--- src/rtl/multicycle_controller_pkg.sv ---
// mips_ctrl_pkg: opcodes, functs, FSM states and select encodings
// shared by the multicycle controller, its decoder and interface.
package mips_ctrl_pkg;

  localparam logic [5:0] OP_RTYPE = 6'b000000;
  localparam logic [5:0] OP_J     = 6'b000010;
  localparam logic [5:0] OP_JAL   = 6'b000011;
  localparam logic [5:0] OP_BEQ   = 6'b000100;
  localparam logic [5:0] OP_ADDI  = 6'b001000;
  localparam logic [5:0] OP_ADDIU = 6'b001001;
  localparam logic [5:0] OP_ORI   = 6'b001101;
  localparam logic [5:0] OP_LUI   = 6'b001111;
  localparam logic [5:0] OP_LW    = 6'b100011;
  localparam logic [5:0] OP_SW    = 6'b101011;

  localparam logic [5:0] F_ADDU = 6'b100001;
  localparam logic [5:0] F_SUBU = 6'b100011;
  localparam logic [5:0] F_SLT  = 6'b101010;
  localparam logic [5:0] F_JR   = 6'b001000;
  localparam logic [5:0] F_OP7  = 6'b000111;

  typedef enum logic [2:0] {
    S_IF  = 3'd0,
    S_ID  = 3'd1,
    S_EX  = 3'd2,
    S_MEM = 3'd3,
    S_WB  = 3'd4
  } state_e;

  localparam logic [1:0] PC_PLUS4 = 2'b00;
  localparam logic [1:0] PC_JUMP  = 2'b01;
  localparam logic [1:0] PC_RS    = 2'b10;

  localparam logic [1:0] RD_RT = 2'b00;
  localparam logic [1:0] RD_RD = 2'b01;
  localparam logic [1:0] RD_RA = 2'b11;

  localparam logic [1:0] M2R_ALU  = 2'b00;
  localparam logic [1:0] M2R_MEM  = 2'b01;
  localparam logic [1:0] M2R_LINK = 2'b10;

  localparam logic [1:0] EXT_ZERO  = 2'b00;
  localparam logic [1:0] EXT_SIGN  = 2'b01;
  localparam logic [1:0] EXT_UPPER = 2'b10;

  localparam logic [1:0] ALU_ADD = 2'b00;
  localparam logic [1:0] ALU_SUB = 2'b01;
  localparam logic [1:0] ALU_OR  = 2'b10;
  localparam logic [1:0] ALU_OP7 = 2'b11;

  localparam logic [1:0] AS_ALU  = 2'b00;
  localparam logic [1:0] AS_ADDI = 2'b01;
  localparam logic [1:0] AS_SLT  = 2'b10;

  typedef struct packed {
    logic [1:0] reg_dst;
    logic       alu_src;
    logic [1:0] ext_op;
    logic [1:0] alu_ctr;
    logic [1:0] mem_to_reg;
    logic [1:0] alu_sel;
    logic       addi_sel;
  } sel_t;

  typedef struct packed {
    logic rtype;
    logic imm;
    logic load;
    logic store;
    logic branch;
    logic jump;
    logic link;
    logic jr;
    logic addi;
    logic illegal;
  } cls_t;

endpackage

--- src/rtl/multicycle_controller_if.sv ---
// Controller <-> datapath bundle: IR fields, flags, ready strobes in;
// write enables, select lines, retire and debug state out.
interface multicycle_controller_if;
  logic [5:0] opcode;
  logic [5:0] funct;
  logic       zero;
  logic       overflow;
  logic       imem_ready;
  logic       dmem_ready;
  logic       PCWr;
  logic       IRWr;
  logic       RegWrite;
  logic       MemWrite;
  logic       nPC_sel;
  logic [1:0] pc_sel;
  logic [1:0] RegDst;
  logic [1:0] MemtoReg;
  logic       ALUSrc;
  logic [1:0] Ext_Op;
  logic [1:0] ALUctr;
  logic [1:0] alu_sel;
  logic       addi_sel;
  logic       retire;
  logic [2:0] state;

  modport master (
    input  opcode, funct, zero, overflow,
    input  imem_ready, dmem_ready,
    output PCWr, IRWr, RegWrite, MemWrite,
    output nPC_sel, pc_sel, RegDst, MemtoReg,
    output ALUSrc, Ext_Op, ALUctr, alu_sel,
    output addi_sel, retire, state
  );

  modport slave (
    output opcode, funct, zero, overflow,
    output imem_ready, dmem_ready,
    input  PCWr, IRWr, RegWrite, MemWrite,
    input  nPC_sel, pc_sel, RegDst, MemtoReg,
    input  ALUSrc, Ext_Op, ALUctr, alu_sel,
    input  addi_sel, retire, state
  );
endinterface

--- src/rtl/multicycle_controller_main_decoder.sv ---
// main_decoder: i_opcode/i_funct -> o_sel (datapath selects)
// and o_cls (instruction class flags). Purely combinational.
module main_decoder
  import mips_ctrl_pkg::*;
(
  input  logic [5:0] i_opcode,
  input  logic [5:0] i_funct,
  output sel_t       o_sel,
  output cls_t       o_cls
);

  always_comb begin
    o_sel = '0;
    o_cls = '0;
    unique case (1'b1)
      (i_opcode == OP_RTYPE): begin
        case (i_funct)
          F_ADDU: begin
            o_cls.rtype   = 1'b1;
            o_sel.reg_dst = RD_RD;
            o_sel.alu_ctr = ALU_ADD;
          end
          F_SUBU: begin
            o_cls.rtype   = 1'b1;
            o_sel.reg_dst = RD_RD;
            o_sel.alu_ctr = ALU_SUB;
          end
          F_SLT: begin
            o_cls.rtype   = 1'b1;
            o_sel.reg_dst = RD_RD;
            o_sel.alu_ctr = ALU_SUB;
            o_sel.alu_sel = AS_SLT;
          end
          F_OP7: begin
            o_cls.rtype   = 1'b1;
            o_sel.reg_dst = RD_RD;
            o_sel.alu_ctr = ALU_OP7;
          end
          F_JR:    o_cls.jr      = 1'b1;
          default: o_cls.illegal = 1'b1;
        endcase
      end
      (i_opcode == OP_ORI): begin
        o_cls.imm     = 1'b1;
        o_sel.alu_src = 1'b1;
        o_sel.ext_op  = EXT_ZERO;
        o_sel.alu_ctr = ALU_OR;
      end
      (i_opcode == OP_LUI): begin
        o_cls.imm     = 1'b1;
        o_sel.alu_src = 1'b1;
        o_sel.ext_op  = EXT_UPPER;
        o_sel.alu_ctr = ALU_OR;
      end
      (i_opcode == OP_ADDI): begin
        o_cls.imm      = 1'b1;
        o_cls.addi     = 1'b1;
        o_sel.alu_src  = 1'b1;
        o_sel.ext_op   = EXT_SIGN;
        o_sel.alu_sel  = AS_ADDI;
        o_sel.addi_sel = 1'b1;
      end
      (i_opcode == OP_ADDIU): begin
        o_cls.imm     = 1'b1;
        o_sel.alu_src = 1'b1;
        o_sel.ext_op  = EXT_SIGN;
      end
      (i_opcode == OP_LW): begin
        o_cls.load       = 1'b1;
        o_sel.alu_src    = 1'b1;
        o_sel.ext_op     = EXT_SIGN;
        o_sel.mem_to_reg = M2R_MEM;
      end
      (i_opcode == OP_SW): begin
        o_cls.store   = 1'b1;
        o_sel.alu_src = 1'b1;
        o_sel.ext_op  = EXT_SIGN;
      end
      (i_opcode == OP_BEQ): begin
        o_cls.branch  = 1'b1;
        o_sel.ext_op  = EXT_SIGN;
        o_sel.alu_ctr = ALU_SUB;
      end
      (i_opcode == OP_J): o_cls.jump = 1'b1;
      (i_opcode == OP_JAL): begin
        o_cls.jump       = 1'b1;
        o_cls.link       = 1'b1;
        o_sel.reg_dst    = RD_RA;
        o_sel.mem_to_reg = M2R_LINK;
      end
      default: o_cls.illegal = 1'b1;
    endcase
  end

endmodule

--- src/rtl/multicycle_controller.sv ---
// multicycle_controller: IF/ID/EX/MEM/WB FSM over a shared datapath.
// Ports: clk, reset (sync, high), bus (multicycle_controller_if.master).
module multicycle_controller
  import mips_ctrl_pkg::*;
(
  input  logic                    clk,
  input  logic                    reset,
  multicycle_controller_if.master bus
);

  state_e     r_state;
  state_e     w_next;
  sel_t       w_sel;
  cls_t       w_cls;
  logic       w_pcwr;
  logic       w_irwr;
  logic       w_regwr;
  logic       w_memwr;
  logic       w_npc;
  logic [1:0] w_pcsel;
  logic       w_retire;

  main_decoder u_dec (
    .i_opcode (bus.opcode),
    .i_funct  (bus.funct),
    .o_sel    (w_sel),
    .o_cls    (w_cls)
  );

  always_ff @(posedge clk) begin
    if (reset) r_state <= S_IF;
    else       r_state <= w_next;
  end

  always_comb begin
    w_next  = r_state;
    w_pcwr  = 1'b0;
    w_irwr  = 1'b0;
    w_regwr = 1'b0;
    w_memwr = 1'b0;
    w_npc   = 1'b0;
    w_pcsel = PC_PLUS4;
    unique case (r_state)
      S_IF: begin
        w_irwr = bus.imem_ready;
        w_pcwr = bus.imem_ready;
        if (bus.imem_ready) w_next = S_ID;
      end
      S_ID: begin
        if (w_cls.illegal) begin
          w_next = S_IF;
        end else if (w_cls.jump) begin
          w_pcwr  = 1'b1;
          w_pcsel = PC_JUMP;
          w_regwr = w_cls.link;
          w_next  = S_IF;
        end else if (w_cls.jr) begin
          w_pcwr  = 1'b1;
          w_pcsel = PC_RS;
          w_next  = S_IF;
        end else if (w_cls.rtype | w_cls.imm | w_cls.load |
                     w_cls.store | w_cls.branch) begin
          w_next = S_EX;
        end else begin
          w_next = S_IF;
        end
      end
      S_EX: begin
        if (w_cls.branch) begin
          w_npc  = 1'b1;
          w_pcwr = bus.zero;
          w_next = S_IF;
        end else if (w_cls.load | w_cls.store) begin
          w_next = S_MEM;
        end else begin
          w_next = S_WB;
        end
      end
      S_MEM: begin
        w_memwr = w_cls.store;
        if (bus.dmem_ready)
          w_next = w_cls.store ? S_IF : S_WB;
      end
      S_WB: begin
        w_regwr = w_cls.addi ? ~bus.overflow : 1'b1;
        w_next  = S_IF;
      end
      default: w_next = S_IF;
    endcase
  end

  assign w_retire = (r_state != S_IF) && (w_next == S_IF);

  // Reset masks enables combinationally so a write in flight in the
  // reset cycle never lands.
  assign bus.PCWr     = w_pcwr   & ~reset;
  assign bus.IRWr     = w_irwr   & ~reset;
  assign bus.RegWrite = w_regwr  & ~reset;
  assign bus.MemWrite = w_memwr  & ~reset;
  assign bus.nPC_sel  = w_npc    & ~reset;
  assign bus.pc_sel   = reset ? PC_PLUS4 : w_pcsel;
  assign bus.retire   = w_retire & ~reset;
  assign bus.state    = reset ? S_IF : r_state;

  assign bus.RegDst   = w_sel.reg_dst;
  assign bus.ALUSrc   = w_sel.alu_src;
  assign bus.Ext_Op   = w_sel.ext_op;
  assign bus.ALUctr   = w_sel.alu_ctr;
  assign bus.MemtoReg = w_sel.mem_to_reg;
  assign bus.alu_sel  = w_sel.alu_sel;
  assign bus.addi_sel = w_sel.addi_sel;

endmodule

--- src/flat_wrapper.sv ---
// flat-port wrapper written by rule: the top's interface ports become plain ports
module multicycle_controller_flat import mips_ctrl_pkg::*;
  (clk, reset, bus_opcode, bus_funct, bus_zero, bus_overflow, bus_imem_ready, bus_dmem_ready, bus_PCWr, bus_IRWr, bus_RegWrite, bus_MemWrite, bus_nPC_sel, bus_pc_sel, bus_RegDst, bus_MemtoReg, bus_ALUSrc, bus_Ext_Op, bus_ALUctr, bus_alu_sel, bus_addi_sel, bus_retire, bus_state);
  multicycle_controller_if bus_i ();
  input  logic clk;
  input  logic reset;
  input wire logic [$bits(bus_i.opcode)-1:0] bus_opcode;
  input wire logic [$bits(bus_i.funct)-1:0] bus_funct;
  input wire logic [$bits(bus_i.zero)-1:0] bus_zero;
  input wire logic [$bits(bus_i.overflow)-1:0] bus_overflow;
  input wire logic [$bits(bus_i.imem_ready)-1:0] bus_imem_ready;
  input wire logic [$bits(bus_i.dmem_ready)-1:0] bus_dmem_ready;
  output wire logic [$bits(bus_i.PCWr)-1:0] bus_PCWr;
  output wire logic [$bits(bus_i.IRWr)-1:0] bus_IRWr;
  output wire logic [$bits(bus_i.RegWrite)-1:0] bus_RegWrite;
  output wire logic [$bits(bus_i.MemWrite)-1:0] bus_MemWrite;
  output wire logic [$bits(bus_i.nPC_sel)-1:0] bus_nPC_sel;
  output wire logic [$bits(bus_i.pc_sel)-1:0] bus_pc_sel;
  output wire logic [$bits(bus_i.RegDst)-1:0] bus_RegDst;
  output wire logic [$bits(bus_i.MemtoReg)-1:0] bus_MemtoReg;
  output wire logic [$bits(bus_i.ALUSrc)-1:0] bus_ALUSrc;
  output wire logic [$bits(bus_i.Ext_Op)-1:0] bus_Ext_Op;
  output wire logic [$bits(bus_i.ALUctr)-1:0] bus_ALUctr;
  output wire logic [$bits(bus_i.alu_sel)-1:0] bus_alu_sel;
  output wire logic [$bits(bus_i.addi_sel)-1:0] bus_addi_sel;
  output wire logic [$bits(bus_i.retire)-1:0] bus_retire;
  output wire logic [$bits(bus_i.state)-1:0] bus_state;
  assign bus_i.opcode = bus_opcode;
  assign bus_i.funct = bus_funct;
  assign bus_i.zero = bus_zero;
  assign bus_i.overflow = bus_overflow;
  assign bus_i.imem_ready = bus_imem_ready;
  assign bus_i.dmem_ready = bus_dmem_ready;
  assign bus_PCWr = bus_i.PCWr;
  assign bus_IRWr = bus_i.IRWr;
  assign bus_RegWrite = bus_i.RegWrite;
  assign bus_MemWrite = bus_i.MemWrite;
  assign bus_nPC_sel = bus_i.nPC_sel;
  assign bus_pc_sel = bus_i.pc_sel;
  assign bus_RegDst = bus_i.RegDst;
  assign bus_MemtoReg = bus_i.MemtoReg;
  assign bus_ALUSrc = bus_i.ALUSrc;
  assign bus_Ext_Op = bus_i.Ext_Op;
  assign bus_ALUctr = bus_i.ALUctr;
  assign bus_alu_sel = bus_i.alu_sel;
  assign bus_addi_sel = bus_i.addi_sel;
  assign bus_retire = bus_i.retire;
  assign bus_state = bus_i.state;
  multicycle_controller u_core (.clk(clk), .reset(reset), .bus(bus_i));
endmodule
--- config.mk ---
export PLATFORM = sky130hd
export DESIGN_NAME = multicycle_controller_flat
export DESIGN_NICKNAME = d
export VERILOG_FILES = /design/src/rtl/multicycle_controller_pkg.sv /design/src/rtl/multicycle_controller_if.sv /design/src/rtl/multicycle_controller_main_decoder.sv /design/src/rtl/multicycle_controller.sv /design/src/flat_wrapper.sv
export SDC_FILE = /design/constraint.sdc
export NUM_CORES = 1
export LEC_CHECK = 0
export ABC_CLOCK_PERIOD_IN_PS = 1220
export BUFFER_PORTS_ARGS = -buffer_cell sky130_fd_sc_hd__buf_2
export CAP_MARGIN = 20
export CORE_MARGIN = 2
export CORE_UTILIZATION = 40
export DETAILED_ROUTE_END_ITERATION = 8
export GPL_TIMING_DRIVEN = 0
export PLACE_DENSITY = 0.75
export SKIP_CTS_REPAIR_TIMING = 1
export SYNTH_ARGS = -nofsm -noshare
export SYNTH_HDL_FRONTEND = slang
export SYNTH_SLANG_ARGS = --single-unit
--- constraint.sdc ---
create_clock -name clk -period 1.22 [get_ports clk]
set_input_delay 0.061 -clock clk [delete_from_list [all_inputs] [get_ports clk]]
set_output_delay 0.061 -clock clk [all_outputs]
set_load 0.02 [all_outputs]
* Yosys cells after proc, flatten, opt, wreduce, memory -nomap -nowiden *
Cells that the tools add are included.

word-level totals
  flip-flop bits (word level) = 3
  RAM bits = 0
  memories = 0
  logic and storage cells = 97
  input bits = 18
  output and inout port bits = 23
  bits in latches = 0
  memory bits (read-only) = 0

cells by class
  add/sub/neg operators = 0
  muxes and demuxes = 51
  magnitude comparators = 0
  bitwise logic cells = 13
  reduce and logical (&&, ||, !) cells = 14
  div/mod/pow operators = 0
  equality and inequality tests = 18
  shift operators = 0
  $mul = 0

operators by type and width
  cell                count
  $eq 6x4->1 const B  5
  $eq 6x6->1 const B  5
  $mux 3              9
  $mux 1              25
  $pmux 2 s2          5
  $mux 2              7
  $eq 6x2->1 const B  2
  $eq 6x3->1 const B  2
  $pmux 3 s4          1
  $reduce_or 5->1     2
  $reduce_or 9->1     1
  $reduce_or 4->1     2
  $and 1x1->1         6
  $eq 3x2->1 const B  2
  $logic_not 3->1     2
  $logic_not 6->1     1
  $pmux 2 s3          1
  $reduce_or 2->1     3
  $reduce_or 6->1     1
  $or 1x1->1          5
  $pmux 1 s2          2
  $eq 3x1->1 const B  1
  $eq 3x3->1 const B  1
  $pmux 1 s3          1
  other kinds (3)     4

* Logic depth before layout (Yosys ltp) *
  word-level depth = 16
  mapped depth = 6

* By module *
A second synthesis with hierarchy kept.

unflattened totals
  cells, all modules = 109
  area, all modules = 725.7 um^2

modules (own cells, without submodules)
  module                 cells each  seq. area each (um^2)  times used  area an instance (um^2)
  main_decoder           63          0.0                    1           390.4
  multicycle_controller  46          60.1                   1           335.3

* Least setup slack after synthesis *
Ideal clock, no wire load.

  path type = input-to-output
  start point = input bus_opcode[3]
  end point = output bus_RegWrite
  path buffers = 1
  cell stages on the path = 6
  arrival time = 1,529 ps
  setup slack = -370 ps
  cell sequence = buf_6 nor3_1 nand2b_1 nor2_1 a31oi_1 nor3_1

on the way
  longest elaborated chain between the ends = 7

ends and longest elaborated chain
  element                                                  RTL line                     text
  start, declared                                          flat_wrapper.sv:7            input wire logic [$bits(bus_i.opcode)-1:0] bus_opcode;
  branches (longest 5 deep; another with $reduce_or 9->1)  n/a
  $pmux 1 s2 *                                             multicycle_controller.sv:43  unique case (r_state)
  $and 1x1->1 *                                            multicycle_controller.sv:98  assign bus.RegWrite = w_regwr & ~reset;
  end, declared                                            flat_wrapper.sv:15           output wire logic [$bits(bus_i.RegWrite)-1:0] bus_RegWrite;

Every way passes the cells marked *.

* Worst setup path after layout *
  start point = register u_core.r_state[1]
  end point = output bus_retire

on the way
  longest elaborated chain between the ends = 5

ends and longest elaborated chain
  element                             RTL line                      text
  start, declared                     multicycle_controller.sv:11   state_e r_state;
  start signal, assigned              multicycle_controller.sv:32   else r_state <= w_next;
  $eq 3x2->1 (tied with other cells)  multicycle_controller.sv:43
  $pmux 3 s4                          multicycle_controller.sv:43
  $logic_not 3->1                     multicycle_controller.sv:92   assign w_retire = (r_state != S_IF) && (w_next == S_IF);
  $logic_and 1x1->1 *                 multicycle_controller.sv:92
  $and 1x1->1 *                       multicycle_controller.sv:102  assign bus.retire = w_retire & ~reset;
  end, declared                       flat_wrapper.sv:26            output wire logic [$bits(bus_i.retire)-1:0] bus_retire;

Every way passes the cells marked *; elsewhere a longest branch is shown, timed or not.

==> results.md <==
- Number of port buffers: 38
- Async set-or-reset flop fraction in the synthesized netlist: 0%
- Flip-flop count of the largest register after layout: 3
- Die Width: about 48 µm
- Min cycle time layout: 1.69 ns
- Synthesized area per cell: between 7 and 8 µm²
- Worst setup margin: -0.474 ns
- Fraction of layout cells with a size suffix above 1: between 60% and 70%
- Max Slew Vio Count: 0
- CP Capture Type: output port
- Largest net degree at the start of global routing: 11
- Synth Instances: approximately 110
- Hpwl dp: 1750 µm
- Status: finished, violations left
- Register area share after synthesis: approximately 7.9%
- GPL Wtd Cong: ~0.81
- Synth Flop Type: dfxtp_1
- Yosys warning total: 0
- Ant diodes: 0
- First-pass GRT wire length: approximately 3400 µm
- CTS Buf Count: 3
- Setup TNS: -3.07 ns
- CTS tree: yes
- Total Die Area: 0.00228 mm²
- RSZ-0062 raised after global routing: yes
- Worst EP required: ~1.2 ns
- I/O pin count: about 40
- Layout Cells excl Fill: 182
- Final hold violation count: 0
- Core Area: roughly 0.0018 mm²
- Initial antenna violation count: 0
- Worst-case vdd ir drop: ~0.28 mV
- Setup-failing EPs final: 11
- CTS H-tree lvls: 1
- Critical path class: register to output port
- CTS sink count: 3
- Number of global-route vias before repair: slightly above 800
- CP max FO: 4
- Flops & latches, synth: 3
- Power per cell area: 463 mW/mm²
- Failing checks: setup timing
- Placed Cells: approximately 170
- Worst path arrival time: 1.63 ns
- Netlist Area Pre-Place: 764 µm²
- Setup Skew: around 0.0044 ns
- Final nets: between 150 and 200
- Crit share post-route: 139%
- Max-cap violations: 0
- DRT Pass-1 Iters: 4
- Count of cell types in the netlist: 43
- DR DRC count: 0
- Leakage: about 0.00058 µW
- Worst skew pair latency: between 0.2 and 0.25 ns
- Vias: roughly 1,100
- HP Class: input port to register
- Post-Syn Nets: 124
- Area delta synth->final: 74.5%
- Dpl ws: -0.270 ns
- Detailed Route Iter0 Violations: 22
- Vias per cell: just under 6
- Post-DRT Antenna Nets: 0
- Wire per inst: between 15 and 20 µm
- All-Layer GR Usage: between 20% and 30%
- Starting Density: 43.3%
- Worst slew margin: 78.4%
- Core Rows: 15
- F_max: roughly 590 MHz
- WL final: about 3000 µm
- Top flop regs: u_core.r_state x3
- Clock transition at the registers of the reported paths: 0.04 ns
- Die height: 47.7 µm
- Most flop-heavy register: u_core.r_state
- CP startpoint kind: register
- EDFF count, synth: 0
- Worst Tran Pin Value: roughly 0.32 ns
- Grt ovf: 0
- Clock Path Buffers: 2
- Root Driver: clkbuf_4
cell families (layout without fill, tap and decap cells):
group / Yosys count / in the layout / share of synthesized area, %
AOI/OAI and AO/OA: 24 / 24 / 23.7
xor gates and xnor gates: 2 / 2 / 2.29
buffers and inverters: 13 / 64 / 16.7
DFF: 3 / 3 / 7.86
and+or+nand+nor: 64 / 64 / 49.4
Yosys cell counts, types with 2 or more instances:
master / count / share of area (%)
buf_6: 2 / 2.9
nand2_1: 10 / 4.9
nand2b_1: 2 / 1.6
a31oi_1: 2 / 1.6
a21oi_1: 6 / 3.9
inv_1: 3 / 1.5
nand3b_1: 3 / 2.9
o21ai_0: 2 / 1.3
o31ai_1: 2 / 2.0
nand4b_1: 2 / 2.3
nor4b_1: 3 / 3.4
xor2_1: 2 / 2.3
nor4_1: 3 / 2.5
dfxtp_1: 3 / 7.9
clkbuf_8: 6 / 11
nor3_1: 8 / 5.2
nand3_1: 3 / 2.0
nor2b_1: 5 / 4.1
or2b_2: 2 / 2.3
nor2_1: 14 / 6.9
layout make-up:
cell class / count / area [µm²]
plain buffers: 10 / 135
clock buffers: 4 / 26.3
fillers: 141 / 430
inverters: 3 / 13.8
multi-input cells: 90 / 749
flip-flops and latches: 3 / 66.3
well taps: 25 / 31.3
repair buffers: 47 / 312
stage by stage:
step                area (µm²)  util [%]  hold slack, ns  power (µW)
floorplan                  797         -           0.218         271
global placement          1020      57.7           0.273         342
detailed placement        1020      57.7           0.278         347
CTS                       1040      59.2          0.0317         525
global route              1330      75.6          0.0160         646
finish                    1330      75.6          0.0229         618
power by group:
part | internal (µW) | total [µW] | switching (µW) | leakage (µW)
sequential | 100 | 104 | 4.33 | 0.0000261
combinational | 152 | 329 | 177 | 0.000541
clock | 123 | 185 | 61.4 | 0.0000150
total | 375 | 618 | 243 | 0.000582
worst paths after layout:
check / from / endpoint / slack [ns] / cells after the start
max: u_core.r_state[1] / bus_retire / -0.47 / 6
min: reset / u_core.r_state[0] / 0.02 / 2
max reg2reg: u_core.r_state[1] / u_core.r_state[1] / -0.20 / 6
min reg2reg: u_core.r_state[1] / u_core.r_state[2] / 0.63 / 3
per-layer routing:
layer	part of all wire [%]	track usage (%)	wire length, µm	vias to the layer above
met5	0	0	0	-
met4	3.9	6.49	116	0
met3	5.8	0	173	14
met2	49	35.5	1470	65
met1	41	26.4	1220	488
li1	-	-	-	494
worst max-delay path, cell delays in order (launching register included):
cell and delay, ns:
dfxtp_2 0.32, buf_8 0.12, nor4b_4 0.26, o21ai_2 0.10, a221o_1 0.31, and4_4 0.16
buf_6 0.12
layout by cell type, fill, tap and decap left out, types with 2 or more instances in the layout:
| master | count |
|---|---|
| buf_2 | 27 |
| buf_4 | 14 |
| nor2_1 | 11 |
| buf_6 | 9 |
| nand2_1 | 7 |
| nor2b_1 | 5 |
| clkbuf_8 | 4 |
| a21oi_1 | 4 |
| nor3_2 | 3 |
| nor4b_4 | 3 |
| nor3_1 | 3 |
| nand3b_1 | 3 |
| clkbuf_4 | 3 |
| nand2b_1 | 2 |
| nor2_2 | 2 |
| buf_8 | 2 |
| nand4b_1 | 2 |
| xor2_1 | 2 |
| o31ai_1 | 2 |
| nor4_4 | 2 |
| nor3_4 | 2 |
| nand3_1 | 2 |
| nand2_4 | 2 |
| a31oi_1 | 2 |
| a21oi_2 | 2 |
| dfxtp_2 | 2 |
Power figures use the tool's default switching activity.
